File: src/rtl/r88_int_sequencer.sv
// r88_int_sequencer: arbitrates reset/NMI/IRQ requests and sequences interrupt entry into the decoder
// Define R88_INT_SYNC_EN to pass resetReq, nmiReq and irq through 2-flop synchronizers (+2 cycles latency).
module r88_int_sequencer #(
    parameter logic [15:0] RESET_VEC = 16'hFFFC,
    parameter logic [15:0] NMI_VEC = 16'hFFFA,
    parameter logic [15:0] IRQ_VEC = 16'hFFFE
) (
    input logic sysClock,
    input logic sysReset,
    input logic resetReq,
    input logic nmiReq,
    input logic irq,
    input logic irqEn,
    input logic instBoundary,
    input logic stepDone,
    output logic intActive,
    output logic stepReq,
    output logic [2:0] stepOp,
    output logic [15:0] stepAddr,
    output logic [1:0] intType,
    output logic setIrqDis
);
    typedef enum logic [2:0] {IDLE, ARM, PCH, PCL, FLG, VLO, VHI, DONE} state_t;
    state_t state;
    logic reset_in, nmi_in, irq_in;
    logic nmi_prev, nmi_pend, por_pend;
    logic nmi_edge, reset_q, nmi_q, irq_q, abort;
    logic [1:0] winner;
`ifdef R88_INT_SYNC_EN
    logic [2:0] sync1, sync2;
    // two-flop synchronizers for the asynchronous request pins
    always_ff @(posedge sysClock) begin
        if (sysReset) begin
            sync1 <= '0;
            sync2 <= '0;
        end else begin
            sync1 <= {resetReq, nmiReq, irq};
            sync2 <= sync1;
        end
    end
    assign {reset_in, nmi_in, irq_in} = sync2;
`else
    assign {reset_in, nmi_in, irq_in} = {resetReq, nmiReq, irq};
`endif
    function automatic logic [2:0] op_of(input state_t s);
        return s == PCH ? 3'd1 : s == PCL ? 3'd2 : s == FLG ? 3'd3 : s == VLO ? 3'd4 : s == VHI ? 3'd5 : 3'd0;
    endfunction
    function automatic state_t next_of(input state_t s);
        return s == PCH ? PCL : s == PCL ? FLG : s == FLG ? VLO : s == VLO ? VHI : DONE;
    endfunction
    function automatic logic [15:0] addr_of(input state_t s, input logic [1:0] t);
        logic [15:0] vec;
        vec = t == 2'd1 ? RESET_VEC : t == 2'd2 ? NMI_VEC : IRQ_VEC;
        return s == VLO ? vec : s == VHI ? vec + 16'd1 : 16'd0;
    endfunction
    // request qualification and fixed-priority winner selection
    always_comb begin
        nmi_edge = nmi_in & ~nmi_prev;
        reset_q = reset_in | por_pend;
        nmi_q = nmi_pend | nmi_edge;
        irq_q = irq_in & irqEn;
        winner = reset_q ? 2'd1 : nmi_q ? 2'd2 : irq_q ? 2'd3 : 2'd0;
        abort = (state inside {PCH, PCL, FLG, VLO, VHI}) && reset_in && intType != 2'd1;
    end
    // sequencer FSM with registered decoder-facing outputs
    always_ff @(posedge sysClock) begin
        if (sysReset) begin
            state <= IDLE;
            nmi_prev <= 1'b0;
            nmi_pend <= 1'b0;
            por_pend <= 1'b1;
            intActive <= 1'b0;
            stepReq <= 1'b0;
            stepOp <= 3'd0;
            stepAddr <= 16'd0;
            intType <= 2'd0;
            setIrqDis <= 1'b0;
        end else begin
            nmi_prev <= nmi_in;
            nmi_pend <= nmi_pend | nmi_edge;
            setIrqDis <= 1'b0;
            if (abort) begin
                state <= VLO;
                stepReq <= 1'b0;
                stepOp <= 3'd0;
                stepAddr <= 16'd0;
                intType <= 2'd1;
            end else begin
                case (state)
                    IDLE: state <= winner != 2'd0 ? ARM : IDLE;
                    ARM: begin
                        if (winner == 2'd0) begin
                            state <= IDLE;
                        end else if (instBoundary) begin
                            state <= winner == 2'd1 ? VLO : PCH;
                            intType <= winner;
                            intActive <= 1'b1;
                            stepReq <= 1'b1;
                            stepOp <= winner == 2'd1 ? 3'd4 : 3'd1;
                            stepAddr <= winner == 2'd1 ? addr_of(VLO, winner) : 16'd0;
                            if (winner == 2'd1) por_pend <= 1'b0;
                            if (winner == 2'd2) nmi_pend <= 1'b0;
                        end
                    end
                    DONE: state <= winner != 2'd0 ? ARM : IDLE;
                    default: begin
                        if (!stepReq) begin
                            stepReq <= 1'b1;
                            stepOp <= op_of(state);
                            stepAddr <= addr_of(state, intType);
                        end else if (stepDone) begin
                            state <= next_of(state);
                            stepReq <= 1'b0;
                            stepOp <= 3'd0;
                            stepAddr <= 16'd0;
                            if (state == VHI) begin
                                setIrqDis <= 1'b1;
                                intActive <= 1'b0;
                                intType <= 2'd0;
                            end
                        end
                    end
                endcase
            end
        end
    end
endmodule

File: config.mk
export PLATFORM = sky130hd
export DESIGN_NAME = r88_int_sequencer
export DESIGN_NICKNAME = d
export VERILOG_FILES = /design/src/rtl/r88_int_sequencer.sv
export SDC_FILE = /design/constraint.sdc
export NUM_CORES = 1
export LEC_CHECK = 0
export ABC_AREA = 1
export CAP_MARGIN = 10
export CORE_MARGIN = 3
export CORE_UTILIZATION = 25
export DETAILED_ROUTE_END_ITERATION = 10
export GPL_ROUTABILITY_DRIVEN = 0
export SLEW_MARGIN = 10
export SYNTH_ARGS = -nofsm -noshare
export SYNTH_HDL_FRONTEND = slang
export SYNTH_SLANG_ARGS = --single-unit
export TNS_END_PERCENT = 50
File: constraint.sdc
create_clock -name sysClock -period 1.8 [get_ports sysClock]
set_clock_uncertainty 0.05 [all_clocks]
set_input_delay 0.36 -clock sysClock [delete_from_list [all_inputs] [get_ports sysClock]]
set_output_delay 0.36 -clock sysClock [all_outputs]
set_load 0.05 [all_outputs]
-- Word level (Yosys, flattened, before mapping)
Cells that the tools add are included.
- logic and storage cells: 128
- input port bits: 8
- flip-flop bits (word level): 30
- equality and inequality tests: 20
- reductions and logical operators: 27
- bitwise gates (word level): 10
- add/subtract/negate cells: 1
- mux-type cells: 58
- operator list (cell ; count):
    16-bit two-way mux ; 7
    3-bit two-way mux ; 19
    16-bit one-hot mux with 2 select lines ; 1
    2-bit two-way mux ; 10
    1-bit two-way mux ; 16
    3-bit nonzero test ; 5
    3-bit equality test, second input constant ; 4
    3-bit one-hot mux with 2 select lines ; 2
    6-bit AND reduction ; 2
    3-bit inequality test, second input constant ; 3
    3-bit AND reduction ; 3
    2-bit nonzero test ; 4
    4-bit nonzero test ; 2
    7-bit AND reduction ; 1
    7-bit OR reduction ; 1
    3-bit by 2-bit equality test with 1-bit output, second input constant ; 2
    1-bit NOT ; 6
    4-bit by 2-bit adder with 5-bit output, second input constant ; 1
    5-bit AND reduction ; 1
    5-bit nonzero test ; 1
    2-bit by 1-bit equality test with 1-bit output, second input constant ; 2
    2-bit equality test, second input constant ; 2
    2-bit by 1-bit inequality test with 1-bit output, second input constant ; 2
    2-bit inequality test, second input constant ; 2
    other kinds (12) ; 17

-- Depth between registers and ports, before layout
Gate-level depths: netlist (run 1).
- depth after elaboration: 11
- mapped depth: 10

-- Least setup slack after synthesis (run 1)
No wires, ideal clock.
- kind: reg2reg
- start: register stepReq
- end: register intType[0]
- required time: 1.633 ns
- setup slack: 0.256 ns
- arrival time: 1.377 ns
- cell stages (with the launch flop): 8
- cell sequence: dfxtp_1 > nand2_1 > nor2_1 > inv_1 > nand2_1 > nand2_4 > nor3_1 > nor2_1
- cells in the longest elaborated chain, start to end: 2
- ends and longest elaborated chain (element ; RTL line ; RTL):
    from (decl) ; 17 ; output logic stepReq,
    from (signal assigned) ; 73 ; stepReq <= 1'b0;
    from (signal assigned) ; 84 ; stepReq <= 1'b0;
    from (signal assigned) ; 98 ; stepReq <= 1'b1;
    3-bit nonzero test (no line) ; - ;
    6-bit AND reduction (no line) ; - ;
    to (signal assigned) ; 96 ; intType <= winner;
    to (decl) ; 20 ; output logic [1:0] intType,
No other way between the ends.
A chain may end at the register's enable or synchronous reset.

-- Worst setup path after layout (run 1)
- start: input nmiReq
- end: register state[1]
- cells in the longest elaborated chain, start to end: 9
- ends and longest elaborated chain (element ; RTL line ; RTL):
    from (decl) ; 11 ; input logic nmiReq,
    1-bit bitwise AND * ; 58 ; nmi_edge = nmi_in & ~nmi_prev;
    1-bit OR * ; 60 ; nmi_q = nmi_pend | nmi_edge;
    2-bit two-way mux * (2 in a row) ; 62 ; winner = reset_q ? 2'd1 : nmi_q ? 2'd2 : irq_q ? 2'd3 : 2'd0;
    2-bit by 1-bit equality test with 1-bit output ; 95 ; state <= winner == 2'd1 ? VLO : PCH;
    3-bit two-way mux ; 95 ;
    3-bit two-way mux ; 94 ; end else if (instBoundary) begin
    3-bit two-way mux ; 92 ; if (winner == 2'd0) begin
    3-bit one-hot mux with 2 select lines ; 89 ; case (state)
    to (signal assigned) ; 90 ; IDLE: state <= winner != 2'd0 ? ARM : IDLE;
    to (signal assigned) ; 95 ;
    to (signal assigned) ; 105 ; DONE: state <= winner != 2'd0 ? ARM : IDLE;
    to (decl) ; 24 ; state_t state;
Every way passes the cells marked *; elsewhere a longest branch is shown, timed or not. The select of a mux whose other input is x is not followed.

==> results of run 1 <==
[cells by family after synthesis]
family	count (synthesis)
simple gates	93
buf+inv	33
compound gates	22
flops	18
[worst register-to-register path, stage by stage (launching register included)]
cell     delay (ns)
dfxtp_1        0.56
nand3_1        0.20
nor2_1         0.20
inv_1          0.08
nand2_1        0.10
nand2_4        0.07
nor3_1         0.15
nor2_1         0.06
[state kept, by name, summed over array words and instances, names as in the netlist]
name and flops:
state 3, setIrqDis 1, stepOp 3, stepAddr 4
stepReq 1, nmi_prev 1, nmi_pend 1, por_pend 1
intType 2, intActive 1
[stage by stage]
stage	area, um2	power (mW)
finish	1610	3.22
global route	1610	3.45
CTS	1610	3.24
detailed placement	1570	2.95
global placement	1570	2.96
floorplan	1140	2.31
[worst max path at each step]
| stage | start | end | slack (ns) | cells past startpoint |
|---|---|---|---|---|
| 3_3_place_gp | nmiReq | state[1]$_SDFFE_PP0P_ | -0.03 | 7 |
| 6_report | nmiReq | state[1]$_SDFFE_PP0P_ | 0.20 | 7 |
| 4_1_cts | nmiReq | state[1]$_SDFFE_PP0P_ | 0.21 | 7 |
| 2_1_floorplan | stepReq$_SDFFE_PP0P_ | intType[0]$_SDFFE_PP0P_ | 0.26 | 7 |
| 5_1_grt | nmiReq | state[1]$_SDFFE_PP0P_ | 0.06 | 7 |
| 3_5_place_dp | nmiReq | state[1]$_SDFFE_PP0P_ | -0.08 | 7 |
[synthesized netlist by cell type, types with 3 or more instances]
cell / count / area share
a21oi_1: 12 / 0.052
buf_4: 13 / 0.085
dfxtp_1: 18 / 0.31
inv_1: 16 / 0.052
inv_2: 3 / 0.0098
nand2_1: 40 / 0.13
nand2_2: 5 / 0.027
nand2_4: 4 / 0.039
nand3_1: 12 / 0.052
nand4_1: 3 / 0.016
nor2_1: 19 / 0.062
nor3_1: 3 / 0.013
o21ai_0: 4 / 0.017
[cell type report]
cell class	count	share of cell area
timing repair buffer	39	0.293
inverter	19	0.0442
clock buffer	3	0.0256
tap	50	0.0388
sequential	18	0.223
multi-input combinational	115	0.375
[per-layer routing]
metal,GRT usage,vias up,wire (um)
met3,0.0246,5,191
met1,0.136,493,1190
met2,0.166,34,1200
met5,0,-,0
li1,-,575,-
met4,0.0483,0,48
[power groups by stage]
stage,logic [mW],registers [mW],clock network (mW)
global route,2.46,0.690,0.303
finish,2.27,0.668,0.278
global placement,2.28,0.679,0
detailed placement,2.27,0.677,0
CTS,2.28,0.669,0.289
floorplan,1.43,0.883,0
[placed cells by master, fill, tap and decap left out, types with 4 or more instances in the layout]
cell | netlist | final
nand2_1 | 40 | 40
nor2_1 | 19 | 19
buf_4 | 13 | 19
dfxtp_1 | 18 | 18
inv_1 | 16 | 16
buf_12 | 0 | 13
nand3_1 | 12 | 12
a21oi_1 | 12 | 12
clkdlybuf4s50_1 | 0 | 7
nand2_2 | 5 | 5
nand2_4 | 4 | 4
o21ai_0 | 4 | 4
==> results_dict.tcl, run 1 <==
set metrics [dict create \
    cp_data_arrival_time_ns 1.69 \
    multi_input_area_um2 604 \
    cts_buffers 3 \
    drv_cap 0 \
    diodes 0 \
    cpLargestDelayFamily "compound AO/OA/AOI/OAI gates" \
    rsz0062_at_grt "no" \
    synth_compound_area_frac 0.107 \
    ios 32 \
    worst_slack_ns 0.204 \
    post_cts_buffers 0 \
    dieHeight_um 73.7 \
    ff_latch_area_um2 360 \
    instances_no_fill 244 \
    fill_cells 444 \
    antenna_found_initial 0 \
    power.switching_mw 1.70 \
    route.detailed.drc 0 \
    syn_nets 174 \
    gr-total-overflow 0 \
    syn_avg_cell_area_um2 6.90 \
    dp_hpwl_um 2140 \
    synthArstFlopShare 0 \
    post-route-util 0.384 \
    synth.distinct_cells 24 \
    ctsResizeCount 0 \
    critPathMaxFanout 5 \
    coreArea_mm2 0.00420 \
    grt_pass1_wl_um 4510 \
    powerDensity_mw_per_mm2 1990 \
    post-route-period-util 0.887 \
    cts_root_buf "clkbuf_8" \
    synth_fa_ha_area_frac 0 \
    drive_gt1_frac 0.294 \
    grt_max_degree 14 \
    clk_latency_ns 0.25 \
    max_stage_delay_ns 0.42 \
    vias 1107 \
    cts.clk_slew.worst_paths_ns 0.06 \
    cp_cell_sequence "clkdlybuf4s50_1 -> nand2_1 -> nand3_1 -> o21ai_1 -> nand2_2 -> o21ai_0 -> nor2_1" \
    setup_viol 0 \
    worstSetupPathType "in -> reg" \
    dr.pass1.iters 4 \
    rr_startpoint "state[1]$_SDFFE_PP0P_" \
    r2r-end "intType[0]$_SDFFE_PP0P_" \
    drt_iter0_drc 46 \
    cts_tree "yes" \
    area_delta_synth_final_pct 40.9 \
    synthFlopType "dfxtp_1" \
    min_period_ns 1.60 \
    synth_top_family_by_area "simple AND/OR/NAND/NOR gates" \
    synth_mux_area_frac 0 \
    cp-start-kind "input pin" \
    syn_inst 166 \
    totalWireLength_um 2640 \
    synth_simple_gate_area_share 0.421 \
    yosysWarnings 0 \
    io_buffers 31 \
    cp_data_required_time_ns 1.90 \
    synth_edf_count 0 \
    synth_xor_area_frac 0 \
    hold_violations 0 \
    path_buf_inv 1 \
    grt_usage 0.106 \
    post_drt_wl_per_cell_um 10.8 \
    start_util 0.272 \
    hold_class "reg -> reg" \
    rows 23 \
    dp.cells 241 \
    cts_buffer_depth 2 \
    place_ws_ns -0.0770 \
    switching_share 0.528 \
    synth-seq-cells 18 \
    rrSetupSlack_ns 0.22 \
    grt_pass1_vias 1018 \
    power.leakage_nw 0.739 \
    hold_buffers 0 \
    hold_ws_ns 0.415 \
    slew_violations 0 \
    p_clk_frac 0.087 \
    endpoint_kind "register" \
    internal-power_mw 1.52 \
    ys_seq_area_frac 0.315 \
    peakVddDrop_mv 0.689 \
    max_freq_mhz 626 \
    tightest_slew_ns 0.412 \
    final_antenna_net_count 0 \
    die_x_um 73.7 \
    status "completed" \
    reg2regPathDepth 7 \
    fin_nets 204 \
    relSlewSlack 0.725 \
    seqPwrFrac 0.208 \
    setup_tns_ns 0 \
    cts-htree-levels 1 \
    cts_num_sinks 18 \
    holdPathEnd "stepAddr[1]$_SDFFE_PP0P_" \
    dieArea_mm2 0.00543 \
    pwr-share-comb 0.706 \
    syn_area_mm2 0.00114 \
    hp-start "stepAddr[1]$_SDFFE_PP0P_" \
    slowest_stage "clkdlybuf4s50_1" \
    avgViaCountPerCell 4.54 \
    whs_path_depth 2 \
]
No activity file was read; power rests on OpenSTA's default activity.
==> run 2: changes to the inputs <==
Settings changed: HOLD_SLACK_MARGIN set to 0.1.
==> results of run 2 <==
No change in the layout: final DEF, timing and power equal those of run 1.
==> patch: new RTL, settings of run 1 <==
Change the parameter `IRQ_VEC` from 16'hFFFE to 16'h7FFF.
--- a/src/rtl/r88_int_sequencer.sv
+++ b/src/rtl/r88_int_sequencer.sv
@@ -5,3 +5,3 @@
     parameter logic [15:0] NMI_VEC = 16'hFFFA,
-    parameter logic [15:0] IRQ_VEC = 16'hFFFE
+    parameter logic [15:0] IRQ_VEC = 16'h7FFF
 ) (
Function: no difference found for any inputs over 10 cycles, from zero or initial values and one cycle with sysReset high; that may be too few to reach the edited logic, so the function may still have changed.
==> patch against run 1 <==
  * Area after synthesis increased by 5.5%
  * Design area decreased by 0.93%
  * Critical endpoint is now state[0]
  * Non-clock buffer count increased by 4
  * Sequential cell count increased by 2
  * Routed wire length increased by 12%
  * Largest cell class unchanged
  * Utilization decreased by 2.9 points
  * Worst setup slack improved by 0.063 ns
  * Power decreased by 4.4%
  * Largest power group unchanged
==> patch: results (changes against run 1) <==
Run status
  – Outcome: finished, final reports clean (unchanged)

Synth
  – Post-synthesis mux area share: 0 (unchanged)
  – Leading post-synthesis cells by instance count: 59 x nand2_1, 21 x inv_1, 20 x dfxtp_1, 17 x a21oi_1, 17 x nor2_1 (was 40 x nand2_1, 19 x nor2_1, 18 x dfxtp_1, 16 x inv_1, 13 x buf_4)
  – EDFF count, synth: 0 (unchanged)
  – Mapped Nets: 198 (was 174)
  – Complex-gate fraction of the synthesized area: 0.118 (was 0.107)
  – Register area share after synthesis: 0.332 (was 0.315)
  – Synth area leaders: dfxtp_1 33%, nand2_1 18%, a21oi_1 7.0% (was dfxtp_1 31%, nand2_1 13%, buf_4 8.5%)
  – Post-Synth XOR/XNOR Area: 0 (unchanged)
  – Post-synth cell types: 21 (was 24)
  – Ys async rst share: 0 (unchanged)
  – Top-area cell type share of the netlist area: 0.332 (was 0.315)
  – YS warnings: 0 (unchanged)
  – Adder-cell share of the synthesized area: 0.0311 (was 0)

CTS
  – Clk_lat worst skew: 0.26 ns
  – Root buf cell: clkbuf_8 (unchanged)
  – H-tree levels: 1 (unchanged)
  – Post-CTS setup buffer count: 0 (unchanged)
  – Bufs on Longest Clock Path: 2 (unchanged)
  – Post_cts resized: 0 (unchanged)
  – Total CTS buffers: 3 (unchanged)
  – Clock transition at path regs: around 0.07 ns

Worst setup path
  – Critical Path AT: 1.67 ns (was 1.69 ns)
  – FF-to-FF setup slack: 0.29 ns (was 0.22 ns)
  – CP Max Fanout: 5 (unchanged)

Global route
  – Pin count of the biggest net entering global routing: 13 (was 14)
  – Initial antenna violation count: 0 (unchanged)
  – Vias in the first global route: 1022 (was 1018)
  – Tot GR Track Use: 0.113 (was 0.106)
  – Global-route wire length before repair: 4820 µm (was 4510 µm)

Cells and area
  – Total Nets Final: 234 (was 204)
  – Regs by FF count: stepAddr: 6 flops, state: 3 flops, stepOp: 3 flops (was stepAddr: 4 flops, state: 3 flops, stepOp: 3 flops)
  – Share of cells above drive strength 1: 0.243 (was 0.294)
  – # diodes: 0 (unchanged)

Route
  – Vias/cell: 4.41 (was 4.54)
  – Drt pass-1 iters: 4 (unchanged)
  – DRT iter0 DRCs: 82 (was 46)
  – Post-Route WL: 2960 µm (was 2640 µm)

Place
  – PortBufs: 31 (unchanged)
  – Post-DP HPWL: 2420 µm (was 2140 µm)
  – Pre-CTS setup slack: -0.0161 ns (was -0.0770 ns)

STA
  – Hold Fails Final Rpt: 0 (unchanged)
  – Tcrit/Tclk final: 0.852 (was 0.887)
  – Max_slew headroom: 0.796 (was 0.725)

Power and ir drop
  – Pleak: 0.778 nW (was 0.739 nW)
  – P_sw: 1.62 mW (was 1.70 mW)
  – VDD IR max: 772 µV (was 689 µV)

Die
  – Initial Util: 0.268 (was 0.272)

Hold path
  – Class of the worst hold path: reg -> reg (unchanged)
-- patch: cell types whose count changed in the layout (fill, tap and decap cells not counted), sizes merged, moves of 2 or more --
cell / before / now
inv: 19 / 22
nor3: 3 / 1
nand4: 4 / 2
buf: 32 / 36
nand2: 49 / 63
dfxtp: 18 / 20
ha: 0 / 3
a21oi: 13 / 17
-- patch: path summary, 6_finish.rpt --
path	start	endpoint	depth (start not counted)
hold reg to reg	stepAddr[0]	stepAddr[0]	2
setup / recovery	nmiReq	state[0]	10
setup reg to reg	state[2]	state[0]	8
hold / removal	stepAddr[0]	stepAddr[0]	2
-- patch: cell type report --
type	count	area, µm²
sequential	20	402
timing repair buffer	43	340
fill	488	2910
clock inverter	1	30.0
inverter	22	82.6
tap	52	65.1
clock buffer	3	41.3
multi-input combinational	133	637
-- patch: cell families after synthesis --
kind of cell,count (synthesis)
AO/OA/AOI/OAI,27
flip-flops,20
AND/OR/NAND/NOR,103
adder cells (fa/ha/maj),3
buffers and inverters,34
-- patch: metrics by stage --
step	cell area [µm²]	hold slack (ns)	total power [mW]	utilization	instances
after floorplan	1210	0.379	2.18	-	187
after global placement	1530	0.405	2.63	0.339	270
after detailed placement	1530	0.406	2.63	0.339	270
after CTS	1600	0.418	3.09	0.354	274
after global routing	1600	0.439	3.33	0.355	274
final	1600	0.416	3.07	0.355	274
-- patch: worst max-delay path, stage by stage --
cell and delay, ns:
clkdlybuf4s50_1 0.41, nand2_1 0.11, nand2_1 0.07, nor2_1 0.17
nand2_1 0.09, nand2_1 0.06, nand2_1 0.12, nand2_1 0.11
nand2_1 0.05, a21oi_1 0.10
-- patch: metal layers --
metal / up-vias / GRT usage / wire length (µm)
li1: 659 / - / -
met1: 506 / 0.156 / 1520
met2: 39 / 0.171 / 1220
met3: 5 / 0.0277 / 186
met4: 0 / 0.0408 / 45
met5: - / 0 / 0
-- patch: power by group through the flow --
stage	logic, mW	registers (mW)	clock network (mW)
after detailed placement	1.92	0.712	0
final	1.92	0.707	0.446
after global placement	1.92	0.713	0
after global routing	2.13	0.727	0.472
after floorplan	1.24	0.944	0
after CTS	1.92	0.702	0.465
